## config.mk

```make
export PLATFORM = sky130hd
export DESIGN_NAME = udp_rx_flat
export DESIGN_NICKNAME = d
export VERILOG_FILES = /design/src/rtl/udp_rx_if.sv /design/src/rtl/udp_rx.sv /design/src/flat_wrapper.sv
export SDC_FILE = /design/constraint.sdc
export NUM_CORES = 1
export LEC_CHECK = 0
export CORE_MARGIN = 2
export CORE_UTILIZATION = 27
export DETAILED_ROUTE_END_ITERATION = 7
export MAX_ROUTING_LAYER = met4
export SYNTH_ARGS = -nofsm -noshare
export SYNTH_HDL_FRONTEND = slang
export SYNTH_SLANG_ARGS = --single-unit
```

## constraint.sdc

```tcl
create_clock -name clk -period 6.1 [get_ports clk]
set_clock_uncertainty 0.1 [all_clocks]
set_input_delay 0.61 -clock clk [delete_from_list [all_inputs] [get_ports clk]]
set_output_delay 0.61 -clock clk [all_outputs]
set_load 0.005 [all_outputs]
```

## src/rtl/udp_rx_if.sv

```systemverilog
// GMII receive bus and UDP payload stream toward the user sink.
// Ports: gmii_rx_dv/gmii_rxd in; rec_*/src_mac/src_ip out.
interface udp_rx_if;
    logic        gmii_rx_dv;
    logic [7:0]  gmii_rxd;
    logic        rec_en;
    logic [7:0]  rec_data;
    logic        rec_pkt_done;
    logic [15:0] rec_byte_num;
    logic [47:0] src_mac;
    logic [31:0] src_ip;

    modport slave (
        input  gmii_rx_dv, gmii_rxd,
        output rec_en, rec_data, rec_pkt_done,
        output rec_byte_num, src_mac, src_ip
    );

    modport master (
        output gmii_rx_dv, gmii_rxd,
        input  rec_en, rec_data, rec_pkt_done,
        input  rec_byte_num, src_mac, src_ip
    );
endinterface

```

## src/rtl/udp_rx.sv

```systemverilog
// GMII UDP/IPv4 receiver: parses preamble, Ethernet, IPv4, UDP headers.
// Ports: clk, rst_n (async low), rx (udp_rx_if.slave) bus/payload.
module udp_rx #(
    parameter logic [47:0] BOARD_MAC = 48'h00_11_22_33_44_55,
    parameter logic [31:0] BOARD_IP  = {8'd192, 8'd168, 8'd1, 8'd123}
) (
    input  logic    clk,
    input  logic    rst_n,
    udp_rx_if.slave rx
);

    typedef enum logic [6:0] {
        ST_IDLE     = 7'b000_0001,
        ST_PREAMBLE = 7'b000_0010,
        ST_ETH_HEAD = 7'b000_0100,
        ST_IP_HEAD  = 7'b000_1000,
        ST_UDP_HEAD = 7'b001_0000,
        ST_RX_DATA  = 7'b010_0000,
        ST_RX_END   = 7'b100_0000
    } state_t;

    state_t      state_q;
    logic [4:0]  cnt_q;
    logic        dv_q;
    logic [47:0] dmac_q;
    logic [47:0] smac_q;
    logic [7:0]  type_hi_q;
    logic [31:0] sip_q;
    logic [31:0] dip_q;
    logic [15:0] len_q;
    logic [15:0] pay_len_q;
    logic [15:0] left_q;
    logic        rec_en_q;
    logic [7:0]  rec_data_q;
    logic        done_q;
    logic [15:0] byte_num_q;
    logic [47:0] src_mac_q;
    logic [31:0] src_ip_q;

    logic       dv;
    logic [7:0] rxd;
    logic       mac_ok;

    assign dv     = rx.gmii_rx_dv;
    assign rxd    = rx.gmii_rxd;
    assign mac_ok = (dmac_q == BOARD_MAC) || (dmac_q == '1);

    always_ff @(posedge clk or negedge rst_n) begin
        if (!rst_n) begin
            state_q    <= ST_IDLE;
            cnt_q      <= '0;
            // Held high so a frame already in flight at reset
            // is ignored until the line goes idle.
            dv_q       <= 1'b1;
            dmac_q     <= '0;
            smac_q     <= '0;
            type_hi_q  <= '0;
            sip_q      <= '0;
            dip_q      <= '0;
            len_q      <= '0;
            pay_len_q  <= '0;
            left_q     <= '0;
            rec_en_q   <= 1'b0;
            rec_data_q <= '0;
            done_q     <= 1'b0;
            byte_num_q <= '0;
            src_mac_q  <= '0;
            src_ip_q   <= '0;
        end else begin
            dv_q     <= dv;
            rec_en_q <= 1'b0;
            done_q   <= 1'b0;
            unique case (state_q)
                ST_IDLE: begin
                    if (dv && rxd == 8'h55 && !dv_q) begin
                        state_q <= ST_PREAMBLE;
                        cnt_q   <= 5'd1;
                    end
                end
                ST_PREAMBLE: begin
                    if (!dv) begin
                        state_q <= ST_IDLE;
                    end else if (rxd == 8'h55 && cnt_q < 5'd7) begin
                        cnt_q <= cnt_q + 5'd1;
                    end else if (rxd == 8'hD5 && cnt_q == 5'd7) begin
                        state_q <= ST_ETH_HEAD;
                        cnt_q   <= '0;
                    end else begin
                        state_q <= ST_RX_END;
                    end
                end
                ST_ETH_HEAD: begin
                    if (!dv) begin
                        state_q <= ST_IDLE;
                    end else begin
                        cnt_q <= cnt_q + 5'd1;
                        if (cnt_q < 5'd6) begin
                            dmac_q <= {dmac_q[39:0], rxd};
                        end else if (cnt_q < 5'd12) begin
                            smac_q <= {smac_q[39:0], rxd};
                        end else if (cnt_q == 5'd12) begin
                            type_hi_q <= rxd;
                        end else begin
                            cnt_q <= '0;
                            if (mac_ok && {type_hi_q, rxd} == 16'h0800) begin
                                state_q <= ST_IP_HEAD;
                            end else begin
                                state_q <= ST_RX_END;
                            end
                        end
                    end
                end
                ST_IP_HEAD: begin
                    if (!dv) begin
                        state_q <= ST_IDLE;
                    end else begin
                        cnt_q <= cnt_q + 5'd1;
                        if (cnt_q == 5'd0 && rxd != 8'h45) begin
                            state_q <= ST_RX_END;
                        end
                        if (cnt_q == 5'd9 && rxd != 8'd17) begin
                            state_q <= ST_RX_END;
                        end
                        if (cnt_q >= 5'd12 && cnt_q <= 5'd15) begin
                            sip_q <= {sip_q[23:0], rxd};
                        end
                        if (cnt_q >= 5'd16 && cnt_q <= 5'd18) begin
                            dip_q <= {dip_q[23:0], rxd};
                        end
                        if (cnt_q == 5'd19) begin
                            cnt_q <= '0;
                            if ({dip_q[23:0], rxd} == BOARD_IP) begin
                                state_q <= ST_UDP_HEAD;
                            end else begin
                                state_q <= ST_RX_END;
                            end
                        end
                    end
                end
                ST_UDP_HEAD: begin
                    if (!dv) begin
                        state_q <= ST_IDLE;
                    end else begin
                        cnt_q <= cnt_q + 5'd1;
                        if (cnt_q == 5'd4 || cnt_q == 5'd5) begin
                            len_q <= {len_q[7:0], rxd};
                        end
                        if (cnt_q == 5'd7) begin
                            cnt_q <= '0;
                            if (len_q < 16'd8) begin
                                state_q <= ST_RX_END;
                            end else begin
                                src_mac_q <= smac_q;
                                src_ip_q  <= sip_q;
                                if (len_q == 16'd8) begin
                                    // Empty datagram: report it, nothing to stream.
                                    done_q     <= 1'b1;
                                    byte_num_q <= '0;
                                    state_q    <= ST_RX_END;
                                end else begin
                                    pay_len_q <= len_q - 16'd8;
                                    left_q    <= len_q - 16'd8;
                                    state_q   <= ST_RX_DATA;
                                end
                            end
                        end
                    end
                end
                ST_RX_DATA: begin
                    if (!dv) begin
                        state_q <= ST_IDLE;
                    end else begin
                        rec_en_q   <= 1'b1;
                        rec_data_q <= rxd;
                        if (left_q == 16'd1) begin
                            done_q     <= 1'b1;
                            byte_num_q <= pay_len_q;
                            state_q    <= ST_RX_END;
                        end else begin
                            left_q <= left_q - 16'd1;
                        end
                    end
                end
                ST_RX_END: begin
                    if (!dv) begin
                        state_q <= ST_IDLE;
                    end
                end
                default: state_q <= ST_IDLE;
            endcase
        end
    end

    assign rx.rec_en       = rec_en_q;
    assign rx.rec_data     = rec_data_q;
    assign rx.rec_pkt_done = done_q;
    assign rx.rec_byte_num = byte_num_q;
    assign rx.src_mac      = src_mac_q;
    assign rx.src_ip       = src_ip_q;

endmodule

```

## src/flat_wrapper.sv

```systemverilog
// flat-port wrapper written by rule: the top's interface ports become plain ports
module udp_rx_flat 
#(
    parameter logic [47:0] BOARD_MAC = 48'h00_11_22_33_44_55,
    parameter logic [31:0] BOARD_IP  = {8'd192, 8'd168, 8'd1, 8'd123}
)
  (clk, rst_n, rx_gmii_rx_dv, rx_gmii_rxd, rx_rec_en, rx_rec_data, rx_rec_pkt_done, rx_rec_byte_num, rx_src_mac, rx_src_ip);
  udp_rx_if rx_i ();
  input  logic clk;
  input  logic rst_n;
  input wire logic [$bits(rx_i.gmii_rx_dv)-1:0] rx_gmii_rx_dv;
  input wire logic [$bits(rx_i.gmii_rxd)-1:0] rx_gmii_rxd;
  output wire logic [$bits(rx_i.rec_en)-1:0] rx_rec_en;
  output wire logic [$bits(rx_i.rec_data)-1:0] rx_rec_data;
  output wire logic [$bits(rx_i.rec_pkt_done)-1:0] rx_rec_pkt_done;
  output wire logic [$bits(rx_i.rec_byte_num)-1:0] rx_rec_byte_num;
  output wire logic [$bits(rx_i.src_mac)-1:0] rx_src_mac;
  output wire logic [$bits(rx_i.src_ip)-1:0] rx_src_ip;
  assign rx_i.gmii_rx_dv = rx_gmii_rx_dv;
  assign rx_i.gmii_rxd = rx_gmii_rxd;
  assign rx_rec_en = rx_i.rec_en;
  assign rx_rec_data = rx_i.rec_data;
  assign rx_rec_pkt_done = rx_i.rec_pkt_done;
  assign rx_rec_byte_num = rx_i.rec_byte_num;
  assign rx_src_mac = rx_i.src_mac;
  assign rx_src_ip = rx_i.src_ip;
  udp_rx #(.BOARD_MAC(BOARD_MAC), .BOARD_IP(BOARD_IP)) u_core (.clk(clk), .rst_n(rst_n), .rx(rx_i));
endmodule
```

==> results.toml, run 1 <==
[outcome]
status = "completed"

[synth]
synth_top_family_by_area = "multiplexers"
synth_seq_area_share = 0.577
synthAdderAreaFrac = 0.00618
synth-xor-area-share = 0.00741
synth_nets = 1085
synth_warnings = 0
synthDistinctLibCells = 78
synth-simple-area-share = 0.102
synth_compound_area_frac = 0.0459
syn-cell-area_um2 = 14200
ys_seq_elements = 327
avgSynthCellArea_um2 = 13.3
synth-async-reset-ratio = 1.00
synth-edff-count = 0
synth_top_flop_cell = "dfrtp_1"
synthMuxAreaShare = 0.226
synth_cells = 1067

[timing]
slew_viol_final = 0
setup_tns_ps = 0
finalHoldViolCount = 0
max_freq_mhz = 305
tightest_slew_ps = 1190
setup_viol = 0
rsz0062_at_grt = "no"
period_share = 0.538
period_needed_ps = 3280
slew_headroom = 0.205
setup_slack_ps = 2820

[global_route]
met3_usage = 0.0253
grt_use_met2 = 0.184
grt_use_total = 0.121
grtUsageMet1 = 0.161
antenna_found_initial = 0
grt-ovfl-total = 0
grt_pass1_wl_um = 50800
grt_pass1_vias = 8917
grt_max_degree = 159
top_usage_layer = "met2"

[cells_and_area]
final_cell_area_um2 = 17200
area_growth_syn_to_layout_pct = 21.1
drive_gt1_frac = 0.291
fin_nets = 1196
diodes = 0

[die]
rows = 84
start_util = 0.272
core_area_um2 = 52200
die-area_um2 = 54400
ios = 117
fp.dieH_um = 233
die_x_um = 233

[routing]
route.detailed.drc = 0
vias = 8745
drtPass1Iterations = 5
drt-vias-per-instance = 4.62
routed_wl_um = 31600
post_drt_wl_per_cell_um = 16.7
ant_nets = 0
first_iter_violations = 577

[pwr]
power_w = 0.00447
power.density_nw_per_um2 = 260
peakVddDrop_mv = 0.160
p_leak_nw = 8.22

[critical_path]
crit_start = "rx_gmii_rx_dv"
r2r-start = "u_core.state_q[1]"
required_ps = 6440
crit_fanout = 52
r2r_slack_ps = 2830
cp_slowest_cell = "clkdlybuf4s50_1"
r2r-end = "u_core.pay_len_q[5]"
crit_path_start_kind = "input port"
rr_worst_depth = 6
end_kind = "register"
critPathKind = "input port to register"
arrival_ps = 3620
crit_chain = "clkdlybuf4s50_1 > nand4b_4 > a2111oi_4 > buf_4 > and2_1 > mux2_2"
slowest_delay_ps = 820

[min_path]
hold_path.class = "input port to async pin"

[cts]
postCtsSetupRepairBufs = 0
cts.sinks = 327
cts_buffers = 39
clkLatencyLatePin_ps = 550
clockRootBuffer = "clkbuf_16"
cts_resized = 0
ctsHoldBuffers = 0
clk_pin_slew_ps = 60
cts_buffer_depth = 3
htreeDepth = 2
cts_tree = "built"

[place]
place_area_um2 = 15900
dp_hpwl_um = 21000
port_buffers = 116
globalplace.congestion = 0.883
place_ws_ps = 2210

[run]
drv_cap = 0
-- worst max-delay path: cells and delay by family --
kind            cells  cell delay [ps]
compound gates      1              340
mux                 1              390
buf+inv             2             1430
simple gates        2              810
-- worst max path at each step --
stage	end	slack, ps	cells after the start
3_3_place_gp	u_core.pay_len_q[8]	2280	6
6_report	u_core.pay_len_q[5]	2820	6
3_5_place_dp	u_core.pay_len_q[5]	2210	6
2_1_floorplan	u_core.state_q[6]	3560	7
4_1_cts	u_core.pay_len_q[5]	2780	6
5_1_grt	u_core.pay_len_q[5]	2600	6
-- routing by layer --
| layer | wire [µm] | vias up |
|---|---|---|
| met2 | 14400 | 175 |
| met4 | 734 | 0 |
| met1 | 15000 | 4451 |
| met5 | 0 | - |
| li1 | - | 4074 |
| met3 | 1430 | 45 |
-- Yosys cell counts, drive strengths merged (3+ instances only) --
cell type | n | share of area
a2111oi | 4 | 0.0038
a211oi | 3 | 0.0019
a21oi | 13 | 0.0046
a22o | 3 | 0.0019
a22oi | 4 | 0.0025
a31o | 3 | 0.0019
a31oi | 5 | 0.0026
and2 | 3 | 0.0013
and3 | 5 | 0.0022
buf | 45 | 0.023
clkbuf | 11 | 0.0029
dfrtp | 325 | 0.57
ha | 7 | 0.0062
inv | 33 | 0.0087
mux2 | 267 | 0.21
mux2i | 19 | 0.013
nand2 | 54 | 0.014
nand2b | 5 | 0.0022
nand3 | 16 | 0.0056
nand3b | 5 | 0.0026
nand4 | 20 | 0.0088
nand4b | 7 | 0.0058
nor2 | 56 | 0.015
nor2b | 5 | 0.0022
nor3 | 25 | 0.011
nor4 | 20 | 0.010
nor4b | 7 | 0.0048
nor4bb | 3 | 0.0021
o211ai | 3 | 0.0016
o21ai | 31 | 0.011
o22a | 3 | 0.0019
o22ai | 4 | 0.0018
o2bb2ai | 3 | 0.0019
or2 | 3 | 0.0013
or4 | 8 | 0.0045
xor2 | 10 | 0.0062
-- flip-flops by register name, indices dropped and copies added (netlist names) --
register	count
u_core.cnt_q	5
u_core.dip_q	24
u_core.dmac_q	48
u_core.dv_q	1
u_core.left_q	16
u_core.len_q	16
u_core.pay_len_q	16
u_core.rx.rec_byte_num	16
u_core.rx.rec_data	8
u_core.rx.rec_en	1
u_core.rx.rec_pkt_done	1
u_core.rx.src_ip	32
u_core.rx.src_mac	48
u_core.sip_q	32
u_core.smac_q	48
u_core.state_q	7
u_core.type_hi_q	8
-- cell families (layout without fill, tap and decap cells) --
family / Yosys count / in the layout
buf+inv: 89 / 227
xor+xnor: 12 / 12
simple gates: 254 / 254
flops: 327 / 327
compound gates: 92 / 92
mux: 286 / 286
fa+ha+maj: 7 / 7
-- layout make-up --
class	instances	area (µm²)
fillers	5122	35100
inverters	33	124
multi-input cells	651	5520
clock inverters	13	119
well taps	688	861
clock buffers	55	1120
flip-flops and latches	327	8190
repair buffers	126	1250
-- power by group --
group | total [W] | leakage, nW | switching [W] | internal [W]
Sequential | 0.00218 | 4.44 | 0.00000633 | 0.00217
Combinational | 0.0000794 | 3.17 | 0.0000629 | 0.0000166
Clock | 0.00221 | 0.613 | 0.000923 | 0.00129
-- through the flow --
step,instances,hold WS (ps),utilization
after floorplan,1067,214,-
after global placement,1825,357,0.305
after detailed placement,1825,370,0.305
after CTS,1893,48.7,0.329
after global routing,1893,78.9,0.329
final,1893,12.5,0.329
-- placed cells by master (no fill, tap or decap), drive strengths merged, types with 3 or more instances in the layout --
cell	Yosys	final
dfrtp	325	325
mux2	267	267
clkdlybuf4s50	0	115
nor2	56	56
clkbuf	11	55
nand2	54	54
inv	33	37
o21ai	31	31
nor3	25	25
nand4	20	20
nor4	20	20
mux2i	19	19
nand3	16	16
a21oi	13	13
buf	45	11
xor2	10	10
clkinv	0	9
or4	8	8
ha	7	7
nor4b	7	7
nand4b	7	7
and3	5	5
nand3b	5	5
nand2b	5	5
nor2b	5	5
a31oi	5	5
o22ai	4	4
a2111oi	4	4
a22oi	4	4
and2	3	3
nor4bb	3	3
o211ai	3	3
o2bb2ai	3	3
a31o	3	3
o22a	3	3
a22o	3	3
or2	3	3
a211oi	3	3
Note: power is estimated with default switching activity, not from simulation.
==> inputs of run 2 (changes only) <==
- clock period: 6.1 -> 3.2 ns (I/O delays scaled with it)
==> run 2 against run 1 <==
Combinational power up 120%. Clock power up 100%. Critical path type is now register to register. Sequential share of layout area down 0.91 points.
==> results.toml, run 2 (synthesis results as in run 1) <==
[pwr]
p_leak_nw = 8.39
switching_share = 0.216
seq_power_share = 0.474
net-switching-power_w = 0.00190
power.density_nw_per_um2 = 501
intPower_w = 0.00687
p_clk_frac = 0.506
peakVddDrop_mv = 0.319
pwr-share-comb = 0.020

[run]
drv_cap = 0

[critical_path]
crit_path_start_kind = "register"
end_kind = "register"
crit_fanout = 13
slowest_delay_ps = 710
rr_worst_depth = 7
arrival_ps = 3200
r2r-end = "u_core.left_q[1]"
cp_slowest_cell = "nor3_2"
r2r_slack_ps = 380
crit_chain = "nand2_1 > o2111ai_1 > o21ai_0 > nor3_2 > nor2_4 > inv_2 > mux2i_1"
critPathKind = "register to register"
r2r-start = "u_core.cnt_q[3]"
required_ps = 3570

[global_route]
grt_pass1_wl_um = 52900
grt_max_degree = 75
grt_pass1_vias = 9154
antenna_found_initial = 1
grt-ovfl-total = 0
grt_use_total = 0.126

[timing]
tightest_slew_ps = 813
slew_viol_final = 0
hold_ws_ps = 170
slew_headroom = 0.453
max_freq_mhz = 354
setup_viol = 0
rsz0062_at_grt = "no"
period_needed_ps = 2820
period_share = 0.882
finalHoldViolCount = 0
setup_tns_ps = 0

[cts]
clk_pin_slew_ps = 60
cts_resized = 0
ctsHoldBuffers = 1
clockRootBuffer = "clkbuf_16"
htreeDepth = 2
cts.sinks = 327
postCtsSetupRepairBufs = 0
cts_buffer_depth = 3
cts_tree = "built"
cts_buffers = 39
clkLatencyLatePin_ps = 550

[routing]
first_iter_violations = 588
route.detailed.drc = 0
drt-vias-per-instance = 4.67
vias = 8965
ant_nets = 0
drtPass1Iterations = 6
routed_wl_um = 32800
post_drt_wl_per_cell_um = 17.1

[cells_and_area]
mostFrequentLayoutCell = "dfrtp_1"
fin_nets = 1223
drive_gt1_frac = 0.306
area_growth_syn_to_layout_pct = 23.5
final_cell_mix = "dfrtp_1 (325), mux2_2 (244), clkdlybuf4s50_1 (115)"
final_util = 0.335

[min_path]
hold_path.class = "input port to async pin"

[die]
die_x_um = 233
fp.dieH_um = 233
die-area_um2 = 54400
core_area_um2 = 52200
ios = 117
start_util = 0.272
rows = 84

[place]
port_buffers = 116
globalplace.congestion = 0.837
dp_hpwl_um = 22800

[outcome]
status = "completed"
## run 2: cell count changes in the layout (fill, tap and decap cells not counted)
| cell | previous run | this run |
|---|---|---|
| bufinv_16 | 0 | 3 |
| clkinv_2 | 7 | 5 |
| clkinvlp_4 | 0 | 1 |
| buf_4 | 9 | 30 |
| buf_12 | 1 | 6 |
| inv_6 | 3 | 1 |
| dlygate4sd3_1 | 0 | 1 |
| clkbuf_1 | 8 | 7 |
| inv_8 | 1 | 0 |
| diode_2 | 0 | 1 |
| clkinv_4 | 0 | 1 |
## run 2: critical path: cells and delay by family, from the launching register on
kind / cells / cell delay, ps
simple gates: 3 / 1050
buf+inv: 1 / 210
mux: 1 / 200
flops: 1 / 560
compound gates: 2 / 620
## run 2: through the flow
| step | setup WS, ps | std cells | power (W) | cell area, µm² |
|---|---|---|---|---|
| global placement | 143 | 1851 | 0.00441 | 16200 |
| CTS | 381 | 1919 | 0.00894 | 17500 |
| global route | 100 | 1920 | 0.00912 | 17500 |
| detailed placement | 131 | 1851 | 0.00441 | 16200 |
| finish | 377 | 1920 | 0.00877 | 17500 |
| floorplan | 885 | 1067 | 0.00427 | 14200 |
## run 2: cell type report
type / instances / area (µm²)
Fill cell: 5100 / 34700
Sequential cell: 327 / 8190
Multi-Input combinational cell: 651 / 5520
Timing Repair Buffer: 153 / 1520
Clock buffer: 54 / 1110
Tap cell: 688 / 861
Clock inverter: 13 / 186
Inverter: 33 / 124
Antenna cell: 1 / 2.50
## run 2: power groups by stage
stage	Clock, W	Sequential [W]	Combinational (W)
finish	0.00444	0.00416	0.000175
global route	0.00477	0.00415	0.000201
CTS	0.00461	0.00415	0.000184
detailed placement	0	0.00423	0.000183
global placement	0	0.00423	0.000180
floorplan	0	0.00422	0.0000433
## run 2: worst max path at each step
stage                      startpoint                   to  depth (start not counted)
finish                u_core.cnt_q[3]     u_core.left_q[1]                          7
detailed placement     rx_gmii_rxd[5]     u_core.left_q[1]                          8
CTS                 u_core.state_q[1]     u_core.left_q[1]                          7
floorplan           u_core.state_q[1]  u_core.rx.src_ip[0]                          7
global placement       rx_gmii_rxd[6]     u_core.left_q[1]                          9
global route         u_core.left_q[1]     u_core.left_q[1]                          9
## run 2: layer usage
| metal | global-route usage | share of wire | up-vias |
|---|---|---|---|
| met5 | - | 0 | - |
| met4 | 0.0390 | 0.023 | 0 |
| met3 | 0.0273 | 0.053 | 56 |
| met2 | 0.190 | 0.46 | 214 |
| met1 | 0.170 | 0.47 | 4567 |
| li1 | - | - | 4128 |
